`config.mk`:
```
export PLATFORM = sky130hd
export DESIGN_NAME = rtype_instr_encoder_flat
export DESIGN_NICKNAME = d
export VERILOG_FILES = /design/src/rtl/rtype_instr_encoder_if.sv /design/src/rtl/rtype_instr_encoder.sv /design/src/flat_wrapper.sv
export SDC_FILE = /design/constraint.sdc
export NUM_CORES = 1
export LEC_CHECK = 0
export BUFFER_PORTS_ARGS = -buffer_cell sky130_fd_sc_hd__buf_2
export CAP_MARGIN = 10
export CORE_ASPECT_RATIO = 1.5
export CORE_MARGIN = 2
export CORE_UTILIZATION = 55
export DETAILED_ROUTE_END_ITERATION = 8
export PLACE_DENSITY = 0.77
export SYNTH_ARGS = -nofsm -noshare
export SYNTH_HDL_FRONTEND = slang
export SYNTH_SLANG_ARGS = --single-unit
export TNS_END_PERCENT = 5
```
`constraint.sdc`:
```
create_clock -name i_clk -period 2.4 [get_ports i_clk]
set_input_delay 0.36 -clock i_clk [delete_from_list [all_inputs] [get_ports i_clk]]
set_output_delay 0.36 -clock i_clk [all_outputs]
set_load 0.05 [all_outputs]
```
`src/rtl/rtype_instr_encoder_if.sv`:
```
// rtl/rtype_instr_encoder_if.sv - request/response bundle for the R-type instruction encoder
// The master drives encode requests and consumes words; the slave is the encoder.
interface rtype_instr_encoder_if #(
    parameter int DEPTH = 4,
    parameter int ERR_W = 8
);
    localparam int CW = $clog2(DEPTH) + 1;

    logic             in_valid;
    logic             in_ready;
    logic [4:0]       alu_op;
    logic [4:0]       rs1;
    logic [4:0]       rs2;
    logic [4:0]       rd;
    logic             out_valid;
    logic             out_ready;
    logic [31:0]      instr;
    logic             illegal;
    logic [ERR_W-1:0] err_count;
    logic [CW-1:0]    fifo_count;

    modport master (
        output in_valid, alu_op, rs1, rs2, rd, out_ready,
        input  in_ready, out_valid, instr, illegal, err_count, fifo_count
    );

    modport slave (
        input  in_valid, alu_op, rs1, rs2, rd, out_ready,
        output in_ready, out_valid, instr, illegal, err_count, fifo_count
    );
endinterface

```
`src/rtl/rtype_instr_encoder.sv`:
```
// rtl/rtype_instr_encoder.sv - RV32 R-type encoder with output FIFO and illegal-op counter
// Legal requests are encoded and queued; illegal ones are dropped and counted.
module rtype_instr_encoder #(
    parameter int DEPTH = 4,
    parameter int ERR_W = 8
) (
    input  logic                  i_clk,
    input  logic                  i_rst_n,
    rtype_instr_encoder_if.slave  bus
);
    localparam int AW = $clog2(DEPTH);
    localparam int CW = AW + 1;
    localparam logic [CW-1:0]    L_DEPTH   = CW'(DEPTH);
    localparam logic [6:0]       L_OPCODE  = 7'b0110011;
    localparam logic [ERR_W-1:0] L_ERR_MAX = {ERR_W{1'b1}};

    logic [31:0]      r_mem [DEPTH];
    logic [AW-1:0]    r_wr_ptr;
    logic [AW-1:0]    r_rd_ptr;
    logic [CW-1:0]    r_count;
    logic             r_illegal;
    logic [ERR_W-1:0] r_err_count;

    logic [6:0]       w_fun7;
    logic [2:0]       w_fun3;
    logic             w_legal;
    logic [31:0]      w_word;
    logic             w_in_ready;
    logic             w_out_valid;
    logic             w_accept;
    logic             w_push;
    logic             w_pop;

    // Operation decode: three legal groups, everything else is illegal.
    always_comb begin
        w_fun7  = 7'b0000000;
        w_fun3  = bus.alu_op[2:0];
        w_legal = 1'b0;
        case (bus.alu_op[4:3])
            2'b00: begin
                w_fun7  = 7'b0000000;
                w_legal = 1'b1;
            end
            2'b10: begin
                if (bus.alu_op[2:0] == 3'b000 || bus.alu_op[2:0] == 3'b101) begin
                    w_fun7  = 7'b0100000;
                    w_legal = 1'b1;
                end
            end
            2'b11: begin
                if (bus.alu_op[2:0] != 3'b110) begin
                    w_fun7  = 7'b0111011;
                    w_legal = 1'b1;
                end
            end
            default: begin
                w_legal = 1'b0;
            end
        endcase
    end

    assign w_word = {w_fun7, bus.rs2, bus.rs1, w_fun3, bus.rd, L_OPCODE};

    // Ready is gated by reset so it reads low while reset is held.
    assign w_in_ready  = i_rst_n && (r_count < L_DEPTH);
    assign w_out_valid = (r_count != '0);
    assign w_accept    = bus.in_valid && w_in_ready;
    assign w_push      = w_accept && w_legal;
    assign w_pop       = w_out_valid && bus.out_ready;

    always_ff @(posedge i_clk or negedge i_rst_n) begin
        if (!i_rst_n) begin
            r_wr_ptr <= '0;
            r_rd_ptr <= '0;
            r_count  <= '0;
        end else begin
            if (w_push) begin
                r_wr_ptr <= r_wr_ptr + 1'b1;
            end
            if (w_pop) begin
                r_rd_ptr <= r_rd_ptr + 1'b1;
            end
            if (w_push && !w_pop) begin
                r_count <= r_count + 1'b1;
            end else if (w_pop && !w_push) begin
                r_count <= r_count - 1'b1;
            end
        end
    end

    // Storage needs no reset: the head is masked to zero whenever the FIFO is empty.
    always_ff @(posedge i_clk) begin
        if (w_push) begin
            r_mem[r_wr_ptr] <= w_word;
        end
    end

    always_ff @(posedge i_clk or negedge i_rst_n) begin
        if (!i_rst_n) begin
            r_illegal   <= 1'b0;
            r_err_count <= '0;
        end else begin
            r_illegal <= w_accept && !w_legal;
            if (w_accept && !w_legal && r_err_count != L_ERR_MAX) begin
                r_err_count <= r_err_count + 1'b1;
            end
        end
    end

    assign bus.in_ready   = w_in_ready;
    assign bus.out_valid  = w_out_valid;
    assign bus.instr      = w_out_valid ? r_mem[r_rd_ptr] : 32'h0;
    assign bus.illegal    = r_illegal;
    assign bus.err_count  = r_err_count;
    assign bus.fifo_count = r_count;
endmodule

```
`src/flat_wrapper.sv`:
```
// flat-port wrapper written by rule: the top's interface ports become plain ports
module rtype_instr_encoder_flat 
#(
    parameter int DEPTH = 4,
    parameter int ERR_W = 8
)
  (i_clk, i_rst_n, bus_in_valid, bus_alu_op, bus_rs1, bus_rs2, bus_rd, bus_out_ready, bus_in_ready, bus_out_valid, bus_instr, bus_illegal, bus_err_count, bus_fifo_count);
  rtype_instr_encoder_if #(.DEPTH(DEPTH), .ERR_W(ERR_W)) bus_i ();
  input  logic i_clk;
  input  logic i_rst_n;
  input wire logic [$bits(bus_i.in_valid)-1:0] bus_in_valid;
  input wire logic [$bits(bus_i.alu_op)-1:0] bus_alu_op;
  input wire logic [$bits(bus_i.rs1)-1:0] bus_rs1;
  input wire logic [$bits(bus_i.rs2)-1:0] bus_rs2;
  input wire logic [$bits(bus_i.rd)-1:0] bus_rd;
  input wire logic [$bits(bus_i.out_ready)-1:0] bus_out_ready;
  output wire logic [$bits(bus_i.in_ready)-1:0] bus_in_ready;
  output wire logic [$bits(bus_i.out_valid)-1:0] bus_out_valid;
  output wire logic [$bits(bus_i.instr)-1:0] bus_instr;
  output wire logic [$bits(bus_i.illegal)-1:0] bus_illegal;
  output wire logic [$bits(bus_i.err_count)-1:0] bus_err_count;
  output wire logic [$bits(bus_i.fifo_count)-1:0] bus_fifo_count;
  assign bus_i.in_valid = bus_in_valid;
  assign bus_i.alu_op = bus_alu_op;
  assign bus_i.rs1 = bus_rs1;
  assign bus_i.rs2 = bus_rs2;
  assign bus_i.rd = bus_rd;
  assign bus_i.out_ready = bus_out_ready;
  assign bus_in_ready = bus_i.in_ready;
  assign bus_out_valid = bus_i.out_valid;
  assign bus_instr = bus_i.instr;
  assign bus_illegal = bus_i.illegal;
  assign bus_err_count = bus_i.err_count;
  assign bus_fifo_count = bus_i.fifo_count;
  rtype_instr_encoder #(.DEPTH(DEPTH), .ERR_W(ERR_W)) u_core (.i_clk(i_clk), .i_rst_n(i_rst_n), .bus(bus_i));
endmodule
```
# --- Word level (Yosys, flattened, before mapping) ---
# Memory sizes are Yosys's and may differ from the RTL's.
# Index checks and enable logic that the tools add are counted.
word_totals:
  memories: 1
  ramBits: 96
  ff_bits: 16
memory_table:
  columns: ["memory", "depth", "width", "rd", "rd_ports_with_merged_regs", "write_ports", "line_no", "text"]
  rows:
  - ["u_core.r_mem", 4, 24, 1, 0, 1, "rtype_instr_encoder.sv:17", "logic [31:0] r_mem [DEPTH];"]
classes:
  mux: 11
  n_addsub: 5
  n_eq_ne: 5
  n_reduce_logical: 16
  n_lt_le_gt_ge: 1
ops:
  columns: ["operator", "count"]
  rows:
  - ["32-bit two-way mux", 1]
  - ["6-bit two-way mux", 2]
  - ["6-bit one-hot mux with 2 select lines", 1]
  - ["8-bit by 1-bit adder with 8-bit output (second input constant)", 1]
  - ["1-bit logical AND", 8]
  - ["8-bit inequality test (second input constant)", 1]
  - ["3-bit two-way mux", 2]
  - ["2-bit by 1-bit adder with 2-bit output (second input constant)", 2]
  - ["2-bit equality test (second input constant)", 2]
  - ["1-bit two-way mux", 4]
  - ["3-bit by 1-bit adder with 3-bit output (second input constant)", 1]
  - ["3-bit equality test (second input constant)", 1]
  - ["1-bit logical NOT", 3]
  - ["3-bit logical NOT", 1]
  - ["3-bit less-than comparator (second input constant)", 1]
  - ["3-bit inequality test (second input constant)", 1]
  - ["1-bit one-hot mux with 3 select lines", 1]
  - ["3-bit nonzero test", 1]
  - ["3-bit by 1-bit subtractor with 3-bit output (second input constant)", 1]
  - ["2-bit logical NOT", 1]
  - ["2-bit nonzero test", 1]
  - ["1-bit logical OR", 1]

# --- Longest topological paths before layout ---
logic_depth:
  word_depth: 9
  depth_mapped: 11

# --- Worst setup path before layout ---
# Ideal clock, no wire load.
synth_timing:
  kind: "flip-flop to flip-flop"
  startpoint: "reg u_core.r_count[2] (netlist: u_core.bus.fifo_count[2])"
  endpoint: "reg u_core.r_count[2] (netlist: u_core.bus.fifo_count[2])"
  t_required_ns: 2.318
  path_slack_ns: -0.668
  stages_incl_launch_ff: 11
  synth_period_minus_slack_ns: 3.068
  arrival_time_ns: 2.986
  setup_ns: 0.082
  cell_sequence: "dfrtp_1 -> nor2b_1 -> nand2_1 -> and3b_2 -> buf_2 -> ha_1 -> inv_1 -> fa_1 -> xor2_1 -> nor2_1 -> xor2_1"
synth_between:
  elab_chain_len: 7
  elab_cells_between_ends: 15
  classes_between: "add/sub: 2; order compare: 1; mux: 2; reduce/logical: 10"
synth_lines:
  columns: ["item", "line_no", "text"]
  rows:
  - ["start, declared", "rtype_instr_encoder.sv:20", "logic [CW-1:0] r_count;"]
  - ["start signal, assigned", "rtype_instr_encoder.sv:84", "r_count <= r_count + 1'b1;"]
  - ["start signal, assigned", "rtype_instr_encoder.sv:86", "r_count <= r_count - 1'b1;"]
  - ["3-bit less-than comparator (*)", "rtype_instr_encoder.sv:65", "assign w_in_ready = i_rst_n && (r_count < L_DEPTH);"]
  - ["1-bit logical AND (*)", "rtype_instr_encoder.sv:65", null]
  - ["named net bus_in_ready", "flat_wrapper.sv:17", "output wire logic [$bits(bus_i.in_ready)-1:0] bus_in_ready;"]
  - ["1-bit logical AND (*)", "rtype_instr_encoder.sv:67", "assign w_accept = bus.in_valid && w_in_ready;"]
  - ["1-bit logical AND (*)", "rtype_instr_encoder.sv:68", "assign w_push = w_accept && w_legal;"]
  - ["named net u_core.w_push", "rtype_instr_encoder.sv:31", "logic w_push;"]
  - ["1-bit logical NOT", "rtype_instr_encoder.sv:85", "end else if (w_pop && !w_push) begin"]
  - ["1-bit logical AND", "rtype_instr_encoder.sv:85", null]
  - ["2-bit nonzero test (no line)", null, null]
# The timed path passes the listed nets; every way through them passes the cells marked *. The select of a mux whose other input is x is not followed.
# A chain may end at the register's enable or synchronous reset.

# --- Worst setup path in the final report ---
layout_timing:
  startpoint: "reg u_core.r_rd_ptr[0]"
  endpoint: "out bus_instr[29]"
layout_between:
  elab_chain_len: 2
layout_lines:
  columns: ["item", "line_no", "text"]
  rows:
  - ["start, declared", "rtype_instr_encoder.sv:19", "logic [AW-1:0] r_rd_ptr;"]
  - ["start signal, assigned", "rtype_instr_encoder.sv:81", "r_rd_ptr <= r_rd_ptr + 1'b1;"]
  - ["memory read 4 x 24 bit", null, null]
  - ["32-bit two-way mux", "rtype_instr_encoder.sv:112", "assign bus.instr = w_out_valid ? r_mem[r_rd_ptr] : 32'h0;"]
  - ["end, declared", "flat_wrapper.sv:19", "output wire logic [$bits(bus_i.instr)-1:0] bus_instr;"]
# Every way passes these cells.

==> out/metrics.cfg <==
[setup_path]
start_kind=flop
cp.required_ns=2.04
crit_family=multiplexers
cp-end-kind=output pin
slowest_delay_ns=0.52
worst-path-buf-inv=2
crit_type=reg2out
critPathMaxFanout=15
worstPathArrival_ns=1.93
path_cells=buf_12 -> mux4_2 -> and2_2 -> buf_2
worst_path_max_delay_cell=mux4_2

[sta]
max_slew_margin=0.6654
hold_viol=0
fin_ws_ns=0.1135
max_freq_mhz=437.3
skew_ns=0.003355
holdWs_ns=0.2155
rsz0062_at_grt=no
fin_crit_ns=2.287
setup_viol=0
slew_violations=0
worstMarginPinSlew_ns=0.4976
fin_crit_sh=0.9527

[die]
fp.dieW_um=73.98
core_region_area_um2=7179
die-area_um2=8062
initial_utilization=0.5627
die_y_um=109.0
ios=70
rows=38

[clocking]
hold_buffers=1
cts_buffers=9
clockBufferDepth=2
cts_tree=yes
path_clk_slew_ns=0.08
htreeDepth=3
post_cts_buffers=0
clock-root-buffer=clkbuf_8
insertion_delay_ns=0.35
clock-sinks=96
cts_resized=0

[global_routing]
grt_first_pass_wirelength_um=10450
track_usage=0.1812
grt_max_degree=27
overflow=0
grt_antenna_before_repair=0
first_global_vias=2183

[finish]
antenna_cells=0
area_growth_pct=15.73
final_layout_size_suffix_gt1_frac=0.3909
fill_cells=505
final_core_util=0.6513
nets=333
seqCellArea_um2=2804
final_common_cell=edfxtp_1
instances_no_fill=407
final_cell_mix=edfxtp_1, buf_2, and2_1
multi_input_area_um2=1114

[detailed_routing]
drc=0
vias_per_cell=5.194
wl_met3_um=287
dr.pass1.iters=4
drt_wl_total_um=6639
drt-met1-wl_um=2696
route.met2.wl_um=3519
wl_per_cell_um=16.31
drt-initial-drc-count=131
antenna_left=0
highest_layer=met4
vias=2114

[place]
dp_slack_ns=-0.07101
port_buffers=64
place.gp.congestion=0.7613
dp_hpwl_um=4630
place_inst=390

[logic_synthesis]
synth.distinct_cells=37
synth_cells=228
synth_xor_area_frac=0.02385
async_reset_ff_frac=0.1667
synth-main-ff-cell=edfxtp_1
synth-seq-cells=96
synth_edf_count=80
ys_seq_area_frac=0.6937
synth-compound-area-share=0.01641
yosys.area_share.simple=0.07928
synth_warnings=0
synth_top_family_by_area=multiplexers
synthMuxAreaShare=0.1251
synth_area_um2=4040
synthAdderAreaFrac=0.02354
avgSynthCellArea_um2=17.72

[power_and_ir_drop]
leakagePower_nw=1.776
ir_drop_mv=0.8040
power_mw=5.805
power.density_nw_per_um2=1241

[outcome]
outcome=complete, no violations

[hold_path]
hold_path.class=in2reg

[run]
drv_cap=0

==> through the flow <==
step | setup TNS, ns | area [µm²]
detailed placement | -0.08333 | 4512
floorplan | -0.01519 | 4069
global route | 0 | 4676
global placement | 0 | 4512
CTS | 0 | 4676
finish | 0 | 4676
==> worst reg2reg max path, stage by stage (launching register included) <==
cell     delay (ns)
dfrtp_1        0.43
or3_1          0.42
nand2_1        0.13
ha_1           0.19
inv_1          0.06
fa_1           0.37
xor2_1         0.15
nor2_1         0.11
xor2_1         0.17
==> state kept, by name, summed over array words and instances (netlist names) <==
name                   cells
u_core.bus.err_count       8
u_core.bus.fifo_count      3
u_core.r_mem              80
u_core.r_rd_ptr            2
u_core.r_wr_ptr            2
u_core.bus.illegal         1
==> report_power, final <==
| group | internal (mW) | switching [mW] | total, mW |
|---|---|---|---|
| combinational | 0.895 | 1.95 | 2.84 |
| sequential | 1.97 | 0.140 | 2.11 |
| clock | 0.361 | 0.493 | 0.854 |
==> Yosys cell counts, types with 2 or more instances <==
cell type,count,share of area
mux4_2,20,0.11
clkbuf_1,4,0.0037
dfrtp_1,16,0.099
xor2_1,3,0.0065
nand2_1,6,0.0056
inv_1,5,0.0046
edfxtp_1,80,0.59
nor2b_1,3,0.0046
nand3_1,4,0.0050
ha_1,6,0.019
mux2_1,3,0.0084
and3_1,2,0.0031
nand4_1,2,0.0031
buf_2,3,0.0037
and2_1,24,0.037
xnor2_1,8,0.017
buf_4,12,0.022
nand2b_1,2,0.0031
nor2_1,4,0.0037
a21oi_1,3,0.0037
a31oi_1,2,0.0031
==> layer usage <==
metal  global-route usage  up-vias
met5                    0        -
met1               0.2133     1053
met3              0.03789        9
met4              0.08961        0
met2               0.3106       64
li1                     -      988
==> kinds of logic after synthesis <==
family	Yosys count
XOR/XNOR	11
multiplexers	25
other	1
buffers and inverters	25
AND/OR/NAND/NOR	54
adder cells (fa/ha/maj)	7
AO/OA/AOI/OAI	9
flip-flops	96
==> worst paths after layout <==
path,startpoint,to,slack [ns],cells after the start
setup / recovery,u_core.r_rd_ptr[0],bus_instr[29],0.11,4
hold / removal,bus_rs1[0],u_core.r_mem[0][8],0.22,1
setup reg to reg,u_core.bus.fifo_count[1],u_core.bus.fifo_count[2],0.29,8
hold reg to reg,u_core.bus.err_count[0],u_core.bus.err_count[0],0.53,1
max in group asynchronous,i_rst_n,u_core.bus.fifo_count[2],1.71,3
min in group asynchronous,i_rst_n,u_core.bus.fifo_count[0],0.49,3
==> area by class of cell <==
| cell class | count | area share |
|---|---|---|
| flip-flops and latches | 96 | 0.5997 |
| multi-input cells | 111 | 0.2382 |
| repair buffers | 79 | 0.09847 |
| clock inverters | 6 | 0.005619 |
| clock buffers | 10 | 0.02729 |
| inverters | 5 | 0.004014 |
| well taps | 100 | 0.02676 |
Note: power is estimated with default switching activity, not from simulation.
